==> src/rtl/maze_path_stack.sv <==
// Location stack for the maze-solver path: push/pop/replace from the search
// controller, plus a non-destructive bottom-to-top replay over valid/ready.
module maze_path_stack #(
  parameter int unsigned DEPTH = 256,
  parameter int unsigned LOC_W = 8
) (
  input  logic             clk,
  input  logic             rst,
  input  logic             clear,
  input  logic             push,
  input  logic             pop,
  input  logic [LOC_W-1:0] loc_in,
  output logic [LOC_W-1:0] top,
  output logic             empty,
  output logic             full,
  output logic             overflow,
  input  logic             dump_start,
  output logic             dump_busy,
  output logic             path_valid,
  input  logic             path_ready,
  output logic [LOC_W-1:0] path_loc,
  output logic             path_last,
  output logic             dump_done
);

  localparam int unsigned AW   = (DEPTH > 1) ? $clog2(DEPTH) : 1;
  localparam int unsigned SP_W = AW + 1;

  typedef enum logic [1:0] {
    IDLE = 2'd0,
    DUMP = 2'd1,
    FIN  = 2'd2
  } state_t;

  state_t state_q, state_d;

  logic [LOC_W-1:0] mem [DEPTH];
  logic [SP_W-1:0]  sp;
  logic [SP_W-1:0]  sp_m1;
  logic [AW-1:0]    idx;
  logic             accept;

  assign sp_m1 = sp - SP_W'(1);
  assign empty = (sp == '0);
  assign full  = (sp == SP_W'(DEPTH));
  assign top   = empty ? '0 : mem[sp_m1[AW-1:0]];

  always_comb begin
    state_d    = state_q;
    path_valid = 1'b0;
    path_loc   = '0;
    path_last  = 1'b0;
    dump_busy  = 1'b0;
    dump_done  = 1'b0;
    accept     = 1'b0;
    case (state_q)
      IDLE: begin
        if (dump_start) state_d = empty ? FIN : DUMP;
      end
      DUMP: begin
        path_valid = 1'b1;
        dump_busy  = 1'b1;
        path_loc   = mem[idx];
        path_last  = (idx == sp_m1[AW-1:0]);
        accept     = path_ready;
        if (path_ready && path_last) state_d = FIN;
      end
      FIN: begin
        dump_busy = 1'b1;
        dump_done = 1'b1;
        state_d   = IDLE;
      end
      default: state_d = IDLE;
    endcase
  end

  always_ff @(posedge clk or posedge rst) begin
    if (rst)        state_q <= IDLE;
    else if (clear) state_q <= IDLE;
    else            state_q <= state_d;
  end

  always_ff @(posedge clk or posedge rst) begin
    if (rst) begin
      sp       <= '0;
      idx      <= '0;
      overflow <= 1'b0;
    end else if (clear) begin
      sp       <= '0;
      overflow <= 1'b0;
    end else if (state_q == IDLE) begin
      if (dump_start && !empty) idx <= '0;
      // push+pop on an empty stack degrades to a plain push
      if (push && pop && !empty) begin
        sp <= sp;
      end else if (push) begin
        if (full) overflow <= 1'b1;
        else      sp <= sp + SP_W'(1);
      end else if (pop && !empty) begin
        sp <= sp_m1;
      end
    end else if (state_q == DUMP) begin
      if (accept && !path_last) idx <= idx + AW'(1);
    end
  end

  // Storage has no reset; empty masks stale contents on top.
  always_ff @(posedge clk) begin
    if (!clear && state_q == IDLE && push) begin
      if (pop && !empty)  mem[sp_m1[AW-1:0]] <= loc_in;
      else if (!full)     mem[sp[AW-1:0]]    <= loc_in;
    end
  end

endmodule
==> config.mk <==
export PLATFORM = sky130hd
export DESIGN_NAME = maze_path_stack
export DESIGN_NICKNAME = d
export VERILOG_FILES = /design/src/rtl/maze_path_stack.sv
export SDC_FILE = /design/constraint.sdc
export NUM_CORES = 2
export LEC_CHECK = 0
export ABC_AREA = 1
export BUFFER_PORTS_ARGS = -buffer_cell sky130_fd_sc_hd__buf_2
export CAP_MARGIN = 20
export CELL_PAD_IN_SITES_DETAIL_PLACEMENT = 0
export CELL_PAD_IN_SITES_GLOBAL_PLACEMENT = 1
export CORE_ASPECT_RATIO = 1.4
export CORE_UTILIZATION = 40
export DETAILED_ROUTE_END_ITERATION = 6
export MAX_ROUTING_LAYER = met4
export PLACE_DENSITY = 0.72
export SLEW_MARGIN = 5
export SYNTH_ARGS = -nofsm -noshare
export SYNTH_HDL_FRONTEND = slang
export SYNTH_SLANG_ARGS = --single-unit
==> constraint.sdc <==
create_clock -name clk -period 5.56 [get_ports clk]
set_clock_uncertainty 0.1 [all_clocks]
set_input_delay 0.278 -clock clk [delete_from_list [all_inputs] [get_ports clk]]
set_output_delay 0.278 -clock clk [all_outputs]
set_load 0.01 [all_outputs]
Yosys cells after proc, flatten, opt, wreduce, memory -nomap -nowiden

Memories as Yosys holds them, arrays and structs flattened.
Index checks and enable logic that the tools add are counted.

Flip-flop bits (word level): 20
RAM bits: 2048
Bits of input ports: 15
Output and inout port bits: 23
Logic and storage cells: 80
Memories: 1

Memory list:

| name | words | bits a word | rd ports | clocked after memory_dff | wr ports | RTL line | text |
|---|---|---|---|---|---|---|---|
| mem  | 256   | 8           | 2        | 0                        | 1        | 37       | `logic [LOC_W-1:0] mem [DEPTH];` |

Add/sub/neg operators: 3
Eq/ne operators: 9
Multiplexer cells: 37
Bitwise gates (word level): 1
Reductions and logical operators: 25

Operators by type and width:

| cell                                                                     | number |
|---|---|
| 8-bit 2-to-1 mux                                                         | 8 |
| 9-bit 2-to-1 mux                                                         | 6 |
| 1-bit 2-to-1 mux                                                         | 18 |
| 4-bit AND reduction                                                      | 3 |
| 2-bit nonzero test                                                       | 5 |
| 9-bit by 1-bit adder with 9-bit output (second input constant)           | 1 |
| 9-bit == test (second input constant)                                    | 1 |
| 9-bit zero test                                                          | 1 |
| 3-bit inequality test (second input constant)                            | 3 |
| 9-bit by 1-bit subtractor with 9-bit output (second input constant)      | 1 |
| 8-bit by 1-bit adder with 8-bit output (second input constant)           | 1 |
| 8-bit == test                                                            | 1 |
| 1-bit logical AND                                                        | 8 |
| 2-bit 2-to-1 mux                                                         | 4 |
| 8-bit OR reduction                                                       | 1 |
| 2-bit case mux with 2 select lines                                       | 1 |
| 1-bit zero test                                                          | 3 |
| 3-bit nonzero test                                                       | 1 |
| 2-bit by 1-bit == test with 1-bit output (second input constant)         | 1 |
| 2-bit == test (second input constant)                                    | 1 |
| 2-bit zero test                                                          | 1 |
| 2-bit by 1-bit inequality test with 1-bit output (second input constant) | 1 |
| 2-bit inequality test (second input constant)                            | 1 |
| 2-bit AND reduction                                                      | 1 |
| 2 further kinds                                                          | 2 |

Logic depth before layout (Yosys ltp)

Word-level depth: 8
Gate-level depth with buffers: 21
Depth with buffers taken out: 17

Least setup slack after synthesis

Ideal clock, no wire load.

Path kind: register to register
Start: reg sp[0]
End: mem mem[111][0] (enable)
Library setup time: 0.370 ns
Arrival time: 3.457 ns
Data required time: 5.090 ns
Path slack: 1.633 ns
Stages on the path, launching flop included: 19
Buffers on the path: 6
Period minus slack after synthesis: 3.927 ns
Cells stage by stage: dfrtp_1 -> buf_2 -> inv_2 -> buf_2 -> clkbuf_1 -> clkbuf_1 -> ha_1 -> nand3_2 -> nor2_4 -> nand2_2 -> o21ai_2 -> nand2_4 -> buf_6 -> nand2_1 -> o21ai_1 -> nor2_1 -> nand4_2 -> buf_2 -> nor2_1

Cells in the longest elaborated chain, start to end: 8
Elaborated cells between the ends (all ways): 15
Those cells by class: add/sub (1); eq/ne (1); mux (9); reduce/logical (4)

RTL lines:

| element                                                               | RTL line | text |
|---|---|---|
| from (decl)                                                           | 38       | `logic [SP_W-1:0] sp;` |
| from (signal assigned)                                                | 95       | `sp <= sp;` |
| from (signal assigned)                                                | 98       | `else sp <= sp + SP_W'(1);` |
| from (signal assigned)                                                | 100      | `sp <= sp_m1;` |
| 9-bit zero test                                                       | 44       | `assign empty = (sp == '0);` |
| 1-bit zero test                                                       | 110      | `if (pop && !empty) mem[sp_m1[AW-1:0]] <= loc_in;` |
| 1-bit logical AND                                                     | 110      |  |
| 1-bit 2-to-1 mux                                                      | 110      |  |
| 1-bit 2-to-1 mux                                                      | 109      | `if (!clear && state_q == IDLE && push) begin` |
| 1-bit 2-to-1 mux (implied by the code)                                | 111      | `else if (!full) mem[sp[AW-1:0]] <= loc_in;` |
| 8-bit OR reduction (no source line)                                   | --       |  |
| 8-bit 2-to-1 mux (no source line) or 1-bit 2-to-1 mux (tied branches) | --       |  |
| to (decl)                                                             | 37       |  |

Several ways; a longest one is shown, not always the timed one.

Worst setup path in the final report

Start: reg sp[0]
End: out top[5]

Cells in the longest elaborated chain, start to end: 3
Elaborated cells between the ends (all ways): 4
Those cells by class: add/sub (1); mux (1); reduce/logical (1); memory (1)

RTL lines:

| element                                     | RTL line | text |
|---|---|---|
| 9-bit by 1-bit subtractor with 9-bit output | 43       | `assign sp_m1 = sp - SP_W'(1);` |
| memory read 256 x 8 bit                     | --       |  |
| 8-bit 2-to-1 mux *                          | 46       | `assign top = empty ? '0 : mem[sp_m1[AW-1:0]];` |
| to (decl)                                   | 13       | `output logic [LOC_W-1:0] top,` |

Mark *: on every way between the ends. The rest lies on a longest branch, timed or not.

==> results <==
- The vias per cell is about 5.9.
- The count of maximum capacitance violations is 0.
- The final-report max-slew violation count came to 0.
- The critical setup path kind is reg2out.
- The remaining design rule violation count is 0.
- The die covers 0.269 sq mm.
- The flow ran to the end, but the final reports show violations.
- The clock-pin slew reported for the worst setup and hold paths after clock tree synthesis is 70 ps.
- Traced cell by cell, the critical path runs through inv_8 > ha_4 > inv_8 > buf_4 > nand3_1 > nand3_1 > nand3_1 > nand3_1 > nand3_1 > nand3_1 > nand3_1 > nand2_1 > nor2_1 > buf_2.
- The total routing resource utilization after global routing is 0.313.
- In this design, the stage delay of the slowest critical-path cell is 600 ps.
- The number of hold violations in the final report was 0.
- The worst register-to-register path has a depth of 13.
- The worst-path cell with the longest stage delay is sky130_fd_sc_hd__dfrtp_4.
- The final reports fail on setup timing.
- The cell repeated most along the worst path is sky130_fd_sc_hd__nand3_1.
- The clock passes through at most 4 buffers.
- In this run, distinct cell masters in the synthesized netlist total 39.
- The HPWL reported at the end of detailed placement is 251000 microns.
- The kind of capture point of the worst setup path is an output pin.
- The total number of placement rows is roughly 220.
- The internal power is 33.4 mW.
- Along the worst hold path, the cell count comes to 6.
- The region available for standard cell placement spans 0.264 sq mm.
- The global route total overflow is 0.
- Data on the critical path arrives at its endpoint at 5240 ps.
- The clock reaches the later pin of the worst-skew pair after 860 ps.
- Relative to the synthesized area, the layout overhead comes to 10.4%.
- The worst voltage drop across the vdd grid is 0.931 mV.
- The global-route wire length before repair is 603000 microns.
- The final cycle utilization of the critical path is 1.01.
- The filler cell count in the final layout is between 20000 and 25000.
- The starting density of the core is 0.403.
- The first routing iteration left 11700 violations.
- The Yosys step of the flow raised 0 warnings.
- The sequential share of power is 0.273.
- In the synthesized netlist the async set-or-reset flop fraction comes to 0.00967.
- The number of synthesized flops with an enable pin is 2048.
- The analysis attributes to cell leakage a power of 44.6 nW.
- The net count after synthesis is 12500.
- In this run the post-CTS setup repair buffer count came out at 0.
- The clock tree synthesis step divided the H-tree into 4 levels.
- The power after layout is between 60 and 70 mW.
- The netlist area before placement is 0.107 sq mm.
- Of the synthesized area, sequential elements account for 0.582.
- The average instance in the mapped netlist occupies 8.56 sq um.
- In this run the tightest slew margin relative to its limit is 0.212.
- At the pin with the least slew margin, the transition time is 1180 ps.
- Of the total power, combinational logic draws 0.500.
- In this run the horizontal extent of the chip is between 400 and 500 microns.
- The number of iterations in the first detailed-routing pass is 7.
- Leaving out fill and tap cells, the most frequent cell in the layout is sky130_fd_sc_hd__nand2_1.
- The total of buffers placed on input and output ports is 37.
- Setup violations remaining at the end of the flow were counted as 2.
- The share of power burned in the clock network is 0.228.
- The required time of the critical path is 5180 ps.
- The switching power of the nets is 30.8 mW.
- In this run the count of I/O pins placed on the die edge is 38.
- Leaving out fill and tap cells, the most frequent cells in the layout are sky130_fd_sc_hd__nand2_1 (3495), sky130_fd_sc_hd__nand3_1 (2336), sky130_fd_sc_hd__edfxtp_1 (2048).
- Detailed routing inserted a total of 92000 vias.
- The number of global-route vias before repair is slightly below 90000.
- The power density over the cells is 545 mW/mm^2.
- The proportion of layout cells with a drive suffix above 1 is 0.0531.
- The cell count after synthesis came out at approximately 12000.
- Of the total power, the share spent switching nets is 0.480.
- The flip-flop and latch count after synthesis is 2068.
- In this run the remaining antenna-violating nets after routing total 0.
- The largest net degree at the start of global routing is 169.
- TritonCTS built the clock tree.
- The worst path in the final design needs a cycle of about 5600 ps, including I/O delays and setup.
- The most frequently used flop master after synthesis is sky130_fd_sc_hd__edfxtp_1.
- Setup repair after global routing could not meet its margin everywhere.
- The final routed wirelength across all metal layers is 419000 microns.
- The number of sinks handled by clock tree synthesis is between 2000 and 2500.
- The initial antenna violation count is 7.
- The highest clock rate is 178 MHz.
- For this run, the post-layout net count is 12100.
- The worst setup path is launched from a register.
- Final hold analysis gives a worst-case slack of 318 ps.
- The library cell used as clock root buffer is sky130_fd_sc_hd__clkbuf_16.
- The worst path setup slack after routing is -58.1 ps.
- The routed wirelength normalized by instance count is 26.7 microns.
- The floorplan step set the die height to 613 microns.
- The top fanout value on the critical path is 47.
- The class of the worst hold path is in2reg.
- Buffers inserted during clock tree synthesis total between 200 and 250.
- Routability-driven placement finished with a final weighted congestion of about 0.97.
-- path summary, 6_finish.rpt --
check,startpoint,endpoint,slack (ps)
min in group asynchronous,rst,idx[1],380
max in group asynchronous,rst,idx[2],4510
max,sp[0],top[5],-60
min,dump_start,state_q[1],320
min reg2reg,state_q[1],state_q[1],420
max reg2reg,sp[0],mem[222][1],500
-- state kept, by name, indices dropped and copies added (netlist names) --
signal	count
idx	8
mem	2048
overflow	1
sp	9
state_q	2
-- layer usage --
metal  part of all wire  wire length, microns  up-vias  track usage
li1                   -                     -    41200            -
met1               0.38                159000    44500        0.386
met2               0.47                196000     5176        0.491
met3              0.090                 37800     1157       0.0457
met4              0.064                 26900        0        0.182
met5                  0                     0        -            -
-- power by group through the flow --
stage               sequential [mW]  combinational, mW  clock, mW
finish                         17.5               32.1       14.6
global route                   17.5               33.7       15.2
CTS                            17.5               31.2       14.7
detailed placement             17.8               31.1          0
global placement               17.8               31.0          0
floorplan                      17.7               17.7          0
-- cells in the mapped netlist, drive strengths merged (8+ instances only) --
cell type,instances,share of area
nand3,2341,0.11
dfrtp,20,0.0047
nand4,8,0.00065
nor2,1429,0.050
xor2,13,0.0011
o21ai,780,0.037
a21oi,369,0.017
o211ai,222,0.016
inv,754,0.027
or2,8,0.00047
buf,221,0.0088
edfxtp,2048,0.58
nor3,9,0.00062
nand2,3509,0.12
clkbuf,695,0.024
-- stage by stage --
step	setup TNS [ps]	instances	util	cell area, sq um	setup slack, ps
6_report	-73.7	15700	0.445	118000	-58.1
5_1_grt	-60.2	15700	0.445	118000	-60.2
4_1_cts	0	15700	0.445	118000	130
3_5_place_dp	0	15300	0.418	111000	616
3_3_place_gp	0	15300	0.418	110000	644
2_1_floorplan	0	12400	-	107000	1630
-- critical path, delay by kind of cell (launching register included) --
family / cells / cell delay, ps
adders and majority gates: 1 / 320
buffers and inverters: 4 / 1340
DFF: 1 / 600
and+or+nand+nor: 9 / 2020
-- logic make-up after synthesis --
kind of cell               count (synthesis)  synth area share
and+or+nand+nor                         7307             0.286
AOI/OAI and AO/OA                       1380            0.0704
adders and majority gates                  6          0.000704
buffers and inverters                   1673            0.0599
DFF                                     2068             0.582
xor gates and xnor gates                  14           0.00122
-- layout make-up --
class | count | area, sq um | area share
Inverter | 757 | 2910 | 0.0248
Clock buffer | 242 | 5460 | 0.0464
Tap cell | 3487 | 4360 | 0.0371
Timing Repair Buffer | 286 | 3160 | 0.0269
Clock inverter | 134 | 1410 | 0.0120
Sequential cell | 2068 | 62000 | 0.527
Antenna cell | 9 | 22.5 | 0.000191
Multi-Input combinational cell | 8707 | 38300 | 0.326
-- what timing repair did --
item,CTS,global route
hold endpoints to repair,478,5
setup endpoints to repair,0,4
gates resized for setup,0,5
hold buffers,19,2
(Power assumes the default switching activity.)
